===== src/rtl/video_stream_pattern_gen.sv =====
// -----------------------------------------------------------------------------
// video_stream_pattern_gen
//
// AXI4-Stream video source. Emits complete frames of a selectable test
// pattern using the video sideband: tuser marks start-of-frame (first pixel
// of line 0), tlast marks end-of-line (last pixel of every line).
//
// Optional build macro:
//   VIDEO_STREAM_PATTERN_GEN_FRAME_CNT_EN - adds the frame_count output, a
//   32-bit wrapping count of completed frames (cleared only by areset).
//
// Ports:
//   aclk, areset            clock, asynchronous active-high reset
//   start                   level; frames are generated back-to-back while high
//   frame_width/height      geometry, sampled at each frame start
//   pattern_sel             0 h-ramp, 1 v-ramp, 2 8x8 checkerboard, 3 solid
//   m_axis_video_*          AXI4-Stream master (id/dest tied 0, keep/strb 1s)
//   busy                    high while a frame is in progress
//   frame_done              one-cycle pulse after the final beat of a frame
//   state_dbg               current FSM state (0 idle, 1 run) for checkers
//
// Handshake: a beat transfers on a rising edge where tvalid & tready are both
// high. Once tvalid is raised it stays high until that beat transfers, and
// tdata/tlast/tuser do not change while the beat waits. tvalid only drops
// between frames.
// -----------------------------------------------------------------------------
module video_stream_pattern_gen #(
    parameter int          VIDEO_DATA_WIDTH = 24,
    parameter int          DIM_WIDTH        = 12,
    parameter logic [23:0] SOLID_COLOR      = 24'h00FF00
) (
    input  logic                          aclk,
    input  logic                          areset,
    input  logic                          start,
    input  logic [DIM_WIDTH-1:0]          frame_width,
    input  logic [DIM_WIDTH-1:0]          frame_height,
    input  logic [1:0]                    pattern_sel,
    output logic [VIDEO_DATA_WIDTH-1:0]   m_axis_video_tdata,
    output logic                          m_axis_video_tvalid,
    input  logic                          m_axis_video_tready,
    output logic                          m_axis_video_tlast,
    output logic                          m_axis_video_tuser,
    output logic                          m_axis_video_id,
    output logic [VIDEO_DATA_WIDTH/8-1:0] m_axis_video_keep,
    output logic [VIDEO_DATA_WIDTH/8-1:0] m_axis_video_strb,
    output logic                          m_axis_video_dest,
    output logic                          busy,
    output logic                          frame_done,
`ifdef VIDEO_STREAM_PATTERN_GEN_FRAME_CNT_EN
    output logic [31:0]                   frame_count,
`endif
    output logic                          state_dbg
);

    typedef enum logic {
        ST_IDLE = 1'b0,
        ST_RUN  = 1'b1
    } state_t;

    localparam logic [DIM_WIDTH-1:0]        ONE       = DIM_WIDTH'(1);
    localparam logic [VIDEO_DATA_WIDTH-1:0] SOLID_PIX = VIDEO_DATA_WIDTH'(SOLID_COLOR);

    // Pixel value for a coordinate. Only the low byte of each counter
    // matters: ramps wrap every 256 and the checkerboard uses bit 3.
    function automatic logic [VIDEO_DATA_WIDTH-1:0] pixel(
        input logic [7:0] xb,
        input logic [7:0] yb,
        input logic [1:0] pat
    );
        logic [7:0] b;
        b = 8'h00;
        case (pat)
            2'd0:    b = xb;
            2'd1:    b = yb;
            2'd2:    b = (xb[3] ^ yb[3]) ? 8'hFF : 8'h00;
            default: b = 8'h00;
        endcase
        if (pat == 2'd3) begin
            pixel = SOLID_PIX;
        end else begin
            pixel = {(VIDEO_DATA_WIDTH/8){b}};
        end
    endfunction

    state_t                        state_q, state_d;
    logic [DIM_WIDTH-1:0]          x_q, x_d;
    logic [DIM_WIDTH-1:0]          y_q, y_d;
    logic [DIM_WIDTH-1:0]          w_q, w_d;
    logic [DIM_WIDTH-1:0]          h_q, h_d;
    logic [1:0]                    pat_q, pat_d;
    logic [VIDEO_DATA_WIDTH-1:0]   tdata_q, tdata_d;
    logic                          tvalid_q, tvalid_d;
    logic                          tlast_q, tlast_d;
    logic                          tuser_q, tuser_d;
    logic                          busy_q, busy_d;
    logic                          frame_done_q, frame_done_d;
`ifdef VIDEO_STREAM_PATTERN_GEN_FRAME_CNT_EN
    logic [31:0]                   frame_count_q, frame_count_d;
`endif

    logic                 geom_ok;
    logic                 beat_xfer;
    logic                 x_last;
    logic                 y_last;
    logic                 load;
    logic [DIM_WIDTH-1:0] w_m1;
    logic [DIM_WIDTH-1:0] h_m1;

    always_comb begin
        state_d      = state_q;
        x_d          = x_q;
        y_d          = y_q;
        w_d          = w_q;
        h_d          = h_q;
        pat_d        = pat_q;
        tdata_d      = tdata_q;
        tvalid_d     = tvalid_q;
        tlast_d      = tlast_q;
        tuser_d      = tuser_q;
        frame_done_d = 1'b0;
        load         = 1'b0;

        geom_ok   = start && (frame_width != '0) && (frame_height != '0);
        beat_xfer = tvalid_q && m_axis_video_tready;
        w_m1      = w_q - ONE;
        h_m1      = h_q - ONE;
        x_last    = (x_q == w_m1);
        y_last    = (y_q == h_m1);

        case (state_q)
            ST_IDLE: begin
                if (geom_ok) begin
                    load = 1'b1;
                end
            end
            ST_RUN: begin
                if (beat_xfer) begin
                    if (x_last && y_last) begin
                        frame_done_d = 1'b1;
                        if (geom_ok) begin
                            // Chain straight into the next frame so tvalid
                            // never drops between back-to-back frames.
                            load = 1'b1;
                        end else begin
                            state_d  = ST_IDLE;
                            tvalid_d = 1'b0;
                            tdata_d  = '0;
                            tlast_d  = 1'b0;
                            tuser_d  = 1'b0;
                        end
                    end else begin
                        if (x_last) begin
                            x_d = '0;
                            y_d = y_q + ONE;
                        end else begin
                            x_d = x_q + ONE;
                        end
                        // Any beat after the first is never at (0,0).
                        tuser_d = 1'b0;
                        tlast_d = (x_d == w_m1);
                        tdata_d = pixel(x_d[7:0], y_d[7:0], pat_q);
                    end
                end
            end
            default: begin
                state_d = ST_IDLE;
            end
        endcase

        // Frame start: geometry and pattern are captured here and held for
        // the whole frame, so the inputs may change freely mid-frame.
        if (load) begin
            state_d  = ST_RUN;
            w_d      = frame_width;
            h_d      = frame_height;
            pat_d    = pattern_sel;
            x_d      = '0;
            y_d      = '0;
            tvalid_d = 1'b1;
            tuser_d  = 1'b1;
            tlast_d  = (frame_width == ONE);
            tdata_d  = pixel(8'h00, 8'h00, pattern_sel);
        end

        busy_d = (state_d == ST_RUN);
    end

`ifdef VIDEO_STREAM_PATTERN_GEN_FRAME_CNT_EN
    // Steps on the same edge that raises frame_done, so the new count is
    // visible in the cycle the pulse is high.
    always_comb begin
        frame_count_d = frame_count_q;
        if (frame_done_d) begin
            frame_count_d = frame_count_q + 32'd1;
        end
    end
`endif

    always_ff @(posedge aclk or posedge areset) begin
        if (areset) begin
            state_q      <= ST_IDLE;
            x_q          <= '0;
            y_q          <= '0;
            w_q          <= '0;
            h_q          <= '0;
            pat_q        <= 2'd0;
            tdata_q      <= '0;
            tvalid_q     <= 1'b0;
            tlast_q      <= 1'b0;
            tuser_q      <= 1'b0;
            busy_q       <= 1'b0;
            frame_done_q <= 1'b0;
`ifdef VIDEO_STREAM_PATTERN_GEN_FRAME_CNT_EN
            frame_count_q <= 32'd0;
`endif
        end else begin
            state_q      <= state_d;
            x_q          <= x_d;
            y_q          <= y_d;
            w_q          <= w_d;
            h_q          <= h_d;
            pat_q        <= pat_d;
            tdata_q      <= tdata_d;
            tvalid_q     <= tvalid_d;
            tlast_q      <= tlast_d;
            tuser_q      <= tuser_d;
            busy_q       <= busy_d;
            frame_done_q <= frame_done_d;
`ifdef VIDEO_STREAM_PATTERN_GEN_FRAME_CNT_EN
            frame_count_q <= frame_count_d;
`endif
        end
    end

    assign m_axis_video_tdata  = tdata_q;
    assign m_axis_video_tvalid = tvalid_q;
    assign m_axis_video_tlast  = tlast_q;
    assign m_axis_video_tuser  = tuser_q;
    assign m_axis_video_id     = 1'b0;
    assign m_axis_video_keep   = '1;
    assign m_axis_video_strb   = '1;
    assign m_axis_video_dest   = 1'b0;
    assign busy                = busy_q;
    assign frame_done          = frame_done_q;
    assign state_dbg           = state_q;
`ifdef VIDEO_STREAM_PATTERN_GEN_FRAME_CNT_EN
    assign frame_count         = frame_count_q;
`endif

endmodule


===== config.mk =====
export PLATFORM = sky130hd
export DESIGN_NAME = video_stream_pattern_gen
export DESIGN_NICKNAME = d
export VERILOG_FILES = /design/src/rtl/video_stream_pattern_gen.sv
export SDC_FILE = /design/constraint.sdc
export NUM_CORES = 1
export LEC_CHECK = 0
export CAP_MARGIN = 10
export CORE_MARGIN = 2
export CORE_UTILIZATION = 33
export CTS_BUF_LIST = sky130_fd_sc_hd__clkbuf_8
export DETAILED_ROUTE_END_ITERATION = 8
export GPL_TIMING_DRIVEN = 0
export SETUP_SLACK_MARGIN = 0.5
export SYNTH_ARGS = -nofsm -noshare
export SYNTH_HDL_FRONTEND = slang
export SYNTH_SLANG_ARGS = --single-unit
export TNS_END_PERCENT = 20

===== constraint.sdc =====
create_clock -name aclk -period 4 [get_ports aclk]
set_clock_uncertainty 0.05 [all_clocks]
set_input_delay 1.2 -clock aclk [delete_from_list [all_inputs] [get_ports aclk]]
set_output_delay 1.2 -clock aclk [all_outputs]
set_load 0.01 [all_outputs]

# Word level (Yosys, flattened, before mapping)

Index checks and enable logic that the tools add are counted.

Flip-flop bits (word level): 79
Input bits: 30

Mux-type cells: 49
$add $sub $neg: 4
Reduce and logical (&&, ||, !) cells: 15
Bitwise logic cells: 2
Eq/ne operators: 11

Operator list:

| cell                                               | number |
|---|---|
| 2-to-1 mux 12 bit                                  | 16 |
| 2-to-1 mux 24 bit                                  | 6 |
| == test 12 bit                                     | 3 |
| adder 12 x 1 -> 12 bit, second input constant      | 2 |
| case mux 8 bit (3 select lines)                    | 1 |
| nonzero test 12 bit                                | 2 |
| subtractor 12 x 1 -> 12 bit, second input constant | 2 |
| 2-to-1 mux 1 bit                                   | 23 |
| 2-to-1 mux 16 bit                                  | 1 |
| == test 12 x 1 -> 1 bit, second input constant     | 1 |
| 2-to-1 mux 8 bit                                   | 1 |
| AND reduction 4 bit                                | 2 |
| nonzero test 2 bit                                 | 4 |
| == test 2 bit, second input constant               | 3 |
| AND reduction 3 bit                                | 2 |
| logical AND 1 bit                                  | 4 |
| != test 3 bit, second input constant               | 1 |
| == test 2 x 1 -> 1 bit, second input constant      | 1 |
| logical NOT 2 bit                                  | 1 |
| != test 2 x 1 -> 1 bit, second input constant      | 1 |
| != test 2 bit, second input constant               | 1 |
| case mux 1 bit (2 select lines)                    | 1 |
| NOT 1 bit                                          | 1 |
| bitwise XOR 1 bit                                  | 1 |

# Logic depth before layout (Yosys ltp)

Gate-level depths: netlist of run 1.

Depth in word-level cells: 14
Mapped depth: 14
Mapped depth without buffers: 10

# Worst setup path after synthesis of run 1

No wires, ideal clock.

Path kind: register to register
Start: reg h_q[0]
End: reg y_q[4]
Buffers on the path: 4
Required time: 3.840 ns
Period minus slack after synthesis: 3.120 ns
Stages on the path, launching flop included: 15
Data arrival time: 2.959 ns
Setup slack: 0.880 ns
Setup time: 0.110 ns
Cell sequence: dfrtp_1 -> clkbuf_1 -> inv_1 -> ha_1 -> or3b_1 -> a2111o_1 -> and3_1 -> a211oi_2 -> and3_1 -> buf_2 -> a31o_2 -> buf_2 -> buf_2 -> a22oi_1 -> o41ai_1

Longest elaborated chain between the ends: 8

RTL lines:

| item                                                                 | RTL line | RTL |
|---|---|---|
| from (decl)                                                          | 89       | `logic [DIM_WIDTH-1:0] h_q, h_d;` |
| from (signal assigned)                                               | 205      | `h_q <= '0;` |
| from (signal assigned)                                               | 221      | `h_q <= h_d;` |
| subtractor 12 x 1 -> 12 bit (*)                                      | 126      | `h_m1 = h_q - ONE;` |
| == test 12 bit (*)                                                   | 128      | `y_last = (y_q == h_m1);` |
| logical AND 1 bit (*)                                                | 138      | `if (x_last && y_last) begin` |
| 2-to-1 mux 1 bit                                                     | 138      |  |
| 2-to-1 mux 1 bit                                                     | 137      | `if (beat_xfer) begin` |
| case mux 1 bit (2 select lines)                                      | 130      | `case (state_q)` |
| != test 2 bit (no line) / nonzero test 2 bit (equally long branches) | n/a      |  |
| AND reduction 3 bit (no line)                                        | n/a      |  |
| to (signal assigned)                                                 | 219      | `y_q <= y_d;` |
| to (decl)                                                            | 87       | `logic [DIM_WIDTH-1:0] y_q, y_d;` |

Every way passes the cells marked *; elsewhere a longest branch is shown, timed or not.
A chain may end at the register's enable or synchronous reset.

# Worst setup path after layout of run 1

Start: reg w_q[0]
End: reg tdata_q[13], in the netlist m_axis_video_tdata[13]

Longest elaborated chain between the ends: 14

RTL lines:

| item                            | RTL line | RTL |
|---|---|---|
| from (decl)                     | 88       | `logic [DIM_WIDTH-1:0] w_q, w_d;` |
| from (signal assigned)          | 220      | `w_q <= w_d;` |
| subtractor 12 x 1 -> 12 bit (*) | 125      | `w_m1 = w_q - ONE;` |
| == test 12 bit (*)              | 127      | `x_last = (x_q == w_m1);` |
| 2-to-1 mux 12 bit               | 152      | `if (x_last) begin` |
| 2-to-1 mux 12 bit               | 138      |  |
| 2-to-1 mux 12 bit               | 137      |  |
| 2-to-1 mux 12 bit               | 130      |  |
| bitwise XOR 1 bit               | 75       | `2'd2: b = (xb[3] ^ yb[3]) ? 8'hFF : 8'h00;` |
| 2-to-1 mux 8 bit                | 75       |  |
| case mux 8 bit (3 select lines) | 72       | `case (pat)` |
| 2-to-1 mux 24 bit               | 78       | `if (pat == 2'd3) begin` |
| 2-to-1 mux 24 bit               | 138      |  |
| 2-to-1 mux 24 bit               | 137      |  |
| 2-to-1 mux 24 bit               | 130      |  |
| 2-to-1 mux 24 bit               | 172      | `if (load) begin` |
| to (signal assigned)            | 223      | `tdata_q <= tdata_d;` |
| to (decl)                       | 91       | `logic [VIDEO_DATA_WIDTH-1:0] tdata_q, tdata_d;` |

Every way passes the cells marked *; elsewhere a longest branch is shown, timed or not. The select of a mux whose other input is x is not followed.

==> results of run 1 <==
==> final timing paths <==
kind                                           to     from  slack [ns]
min                                       h_q[11]  h_q[11]        0.45
max reg2reg                m_axis_video_tdata[13]   w_q[0]        0.51
min reg2reg                               h_q[11]  h_q[11]        0.45
max                        m_axis_video_tdata[13]   w_q[0]        0.51
min in group asynchronous                  x_q[3]   areset        1.14
max in group asynchronous   m_axis_video_tdata[7]   areset        2.19
==> cell families after synthesis <==
group / share of synthesized area [%]
buffers and inverters: 7.87
flip-flops: 33.6
other: 0.142
AND/OR/NAND/NOR: 27.3
multiplexers: 0.378
adder cells (fa/ha/maj): 0.946
XOR/XNOR: 9.43
AO/OA/AOI/OAI: 20.3
==> flip-flops by register name (all words and copies together), names as in the netlist, 2 cells and up <==
name / cells
h_q: 12
m_axis_video_tdata: 16
pat_q: 2
w_q: 12
x_q: 12
y_q: 12
==> worst min-delay path: stages, from the launching register on <==
cell     delay [ns]
dfrtp_1        0.37
nand2_1        0.05
nand2_1        0.05
==> through the flow <==
step                setup WS, ns  utilization [%]
floorplan                  0.880                -
global placement          -0.349             39.2
detailed placement        -0.186             39.3
CTS                        0.419             40.7
global route               0.374             41.3
finish                     0.514             41.3
==> synthesized netlist by cell type, types with 5 or more instances <==
cell and n:
inv_1 16, nor4_1 10, buf_2 18, nand3_1 28
clkbuf_1 22, a211oi_2 7, a31oi_1 7, o21ai_1 9
dfrtp_1 71, a21oi_1 14, and3_1 11, nor2_1 35
o22ai_1 5, a221o_1 5, or4_1 6, nand2_1 113
nand4_1 11, xnor2_1 29, o21ai_0 26, xor2_1 19
o41ai_1 7, buf_4 18, o31ai_1 5, nor3_1 20
a211o_1 5, nor3b_1 9
==> repair_timing <==
action | CTS | global route
pin swaps | 1 | 2
gates resized for setup | 14 | 23
buffers inserted | 1 | 2
hold buffers | 0 | 0
cloned | 0 | 0
endpoints found under the setup margin | 69 | 69
==> power breakdown <==
part	switching [W]	internal, W	leakage [nW]
clock	0.000283	0.000252	0.0977
combinational	0.000577	0.000501	1.66
sequential	0.000109	0.000819	0.878
total	0.000969	0.00157	2.64
==> final cells by class <==
cell class                 instances  area, um^2  share of cell area (%)
buffer                            62         388                    5.95
clock buffer                      11         151                    2.32
clock inverter                     5        25.0                   0.384
inverter                          17        66.3                    1.02
multi-input combinational        485        3200                    49.2
sequential                        71        1780                    27.3
tap                              216         270                    4.15
timing repair buffer              63         633                    9.72
==> per-layer routing <==
layer	GRT usage (%)	up-vias	share of wire [%]
li1	-	2421	-
met1	23.2	2423	43
met2	33.1	145	48
met3	4.72	38	5.4
met4	9.82	0	3.6
met5	0	-	0
==> results.sh, run 1 <==
export IMPL_status="finished, final reports clean"
export IMPL_cts_sinks=71
export IMPL_synth_avg_cell_area_um2=8.41
export IMPL_clk_pin_slew_ns=0.08
export IMPL_synth_cells=629
export IMPL_first_pass_iters=6
export IMPL_end_kind="flop"
export IMPL_hold_viol=0
export IMPL_power_leakage_nw=2.64
export IMPL_grt_pass1_wl_um=25700
export IMPL_vias=5027
export IMPL_layout_cells_non_filler=930
export IMPL_crit_slowest_cell="or4b_4"
export IMPL_routed_wl_um=16200
export IMPL_start_util_pct=33.6
export IMPL_power_density_nw_per_um2=390
export IMPL_rsz0062_at_grt="yes"
export IMPL_ys_warn_count=0
export IMPL_ir_worst_vdd_mv=0.163
export IMPL_drc_errors=0
export IMPL_relSlewSlack_pct=50.8
export IMPL_nNetsFinal=743
export IMPL_h_tree_depth=3
export IMPL_critical_path_max_stage_delay_ns=0.52
export IMPL_cts_buffer_depth=2
export IMPL_grt_max_degree=39
export IMPL_io_pins=68
export IMPL_most_common_layout_cells="nand2_1 (113), dfrtp_1 (71), clkdlybuf4s50_1 (59)"
export IMPL_numPortBuffers=59
export IMPL_die_y_um=131
export IMPL_timing_final_crit_share_pct=87.2
export IMPL_num_rows=46
export IMPL_whs_ns=0.446
export IMPL_min_period_ns=3.49
export IMPL_final_antenna_net_count=0
export IMPL_first_iter_violations=344
export IMPL_netlist_area_um2=5290
export IMPL_seq_area_frac_synth_pct=33.6
export IMPL_worstMarginPinSlew_ns=0.731
export IMPL_slew_viol_final=0
export IMPL_grt_overflow_total=0
export IMPL_dpl_cell_count=911
export IMPL_grt_use_total_pct=19.5
export IMPL_die_w_um=131
export IMPL_design_area_um2=6510
export IMPL_holdCritPathClass="flop to flop"
export IMPL_area_growth_pct=23.1
export IMPL_fillers=1604
export IMPL_cpMostUsedCell="a211oi_2"
export IMPL_antenna_found_initial=0
export IMPL_synthFlopType="dfrtp_1"
export IMPL_post_drt_wl_per_cell_um=17.4
export IMPL_worstPathMaxFanout=10
export IMPL_critPathKind="flop to flop"
export IMPL_synth_edf_count=0
export IMPL_netlist_cell_type_count=83
export IMPL_maxCapViolCount=0
export IMPL_cts_buffers=9
export IMPL_first_global_vias=5009
export IMPL_dp_hpwl_um=12300
export IMPL_cts_tree="done"
export IMPL_clkLatencyLatePin_ns=0.38
export IMPL_p_total_w=0.00254
export IMPL_drive_gt1_share_pct=14.8
export IMPL_max_freq_mhz=287
export IMPL_fin_setup_tns_ns=0
export IMPL_start_kind="flop"
export IMPL_synthArstFlopShare_pct=100
export IMPL_hold_depth=2
export IMPL_synth_top_area_share_pct=33.6
export IMPL_core_um2=15800
export IMPL_antennaDiodeCount=0
export IMPL_synth_top_area_cell="dfrtp_1"
export IMPL_ys_seq_elements=71
export IMPL_dieArea_um2=17100
export IMPL_dpl_cell_area_um2=6200
export IMPL_cp_arrival_ns=3.68
export IMPL_required_ns=4.19
export IMPL_via_per_inst=5.41
export IMPL_layout_commonest_cell="nand2_1"
export IMPL_worstPathCellList="inv_1 -> ha_2 -> or4b_4 -> nor2_4 -> mux2i_2 -> and4_4 -> nand2_1 -> clkbuf_4 -> a211oi_2 -> nor3b_1 -> a211oi_2"
export IMPL_cp_top_family="simple AND/OR/NAND/NOR gates"
export IMPL_place_congestion=0.924
export IMPL_rr_worst_depth=11
export IMPL_ys_top_cells_by_area="dfrtp_1 (34%), nand2_1 (8.0%), xnor2_1 (4.8%)"
export IMPL_finalSetupViolCount=0
export IMPL_critical_path_buf_inv_count=2
export IMPL_cp_depth=11
export IMPL_root_buffer="clkbuf_8"
Note: power is estimated with default switching activity, not from simulation.
==> inputs of run 2 (changes only) <==
Settings changed: CTS_CLUSTER_DIAMETER set to 80.
==> results of run 2 <==
Same layout as run 1: the final DEF is identical, and so are final timing and power.
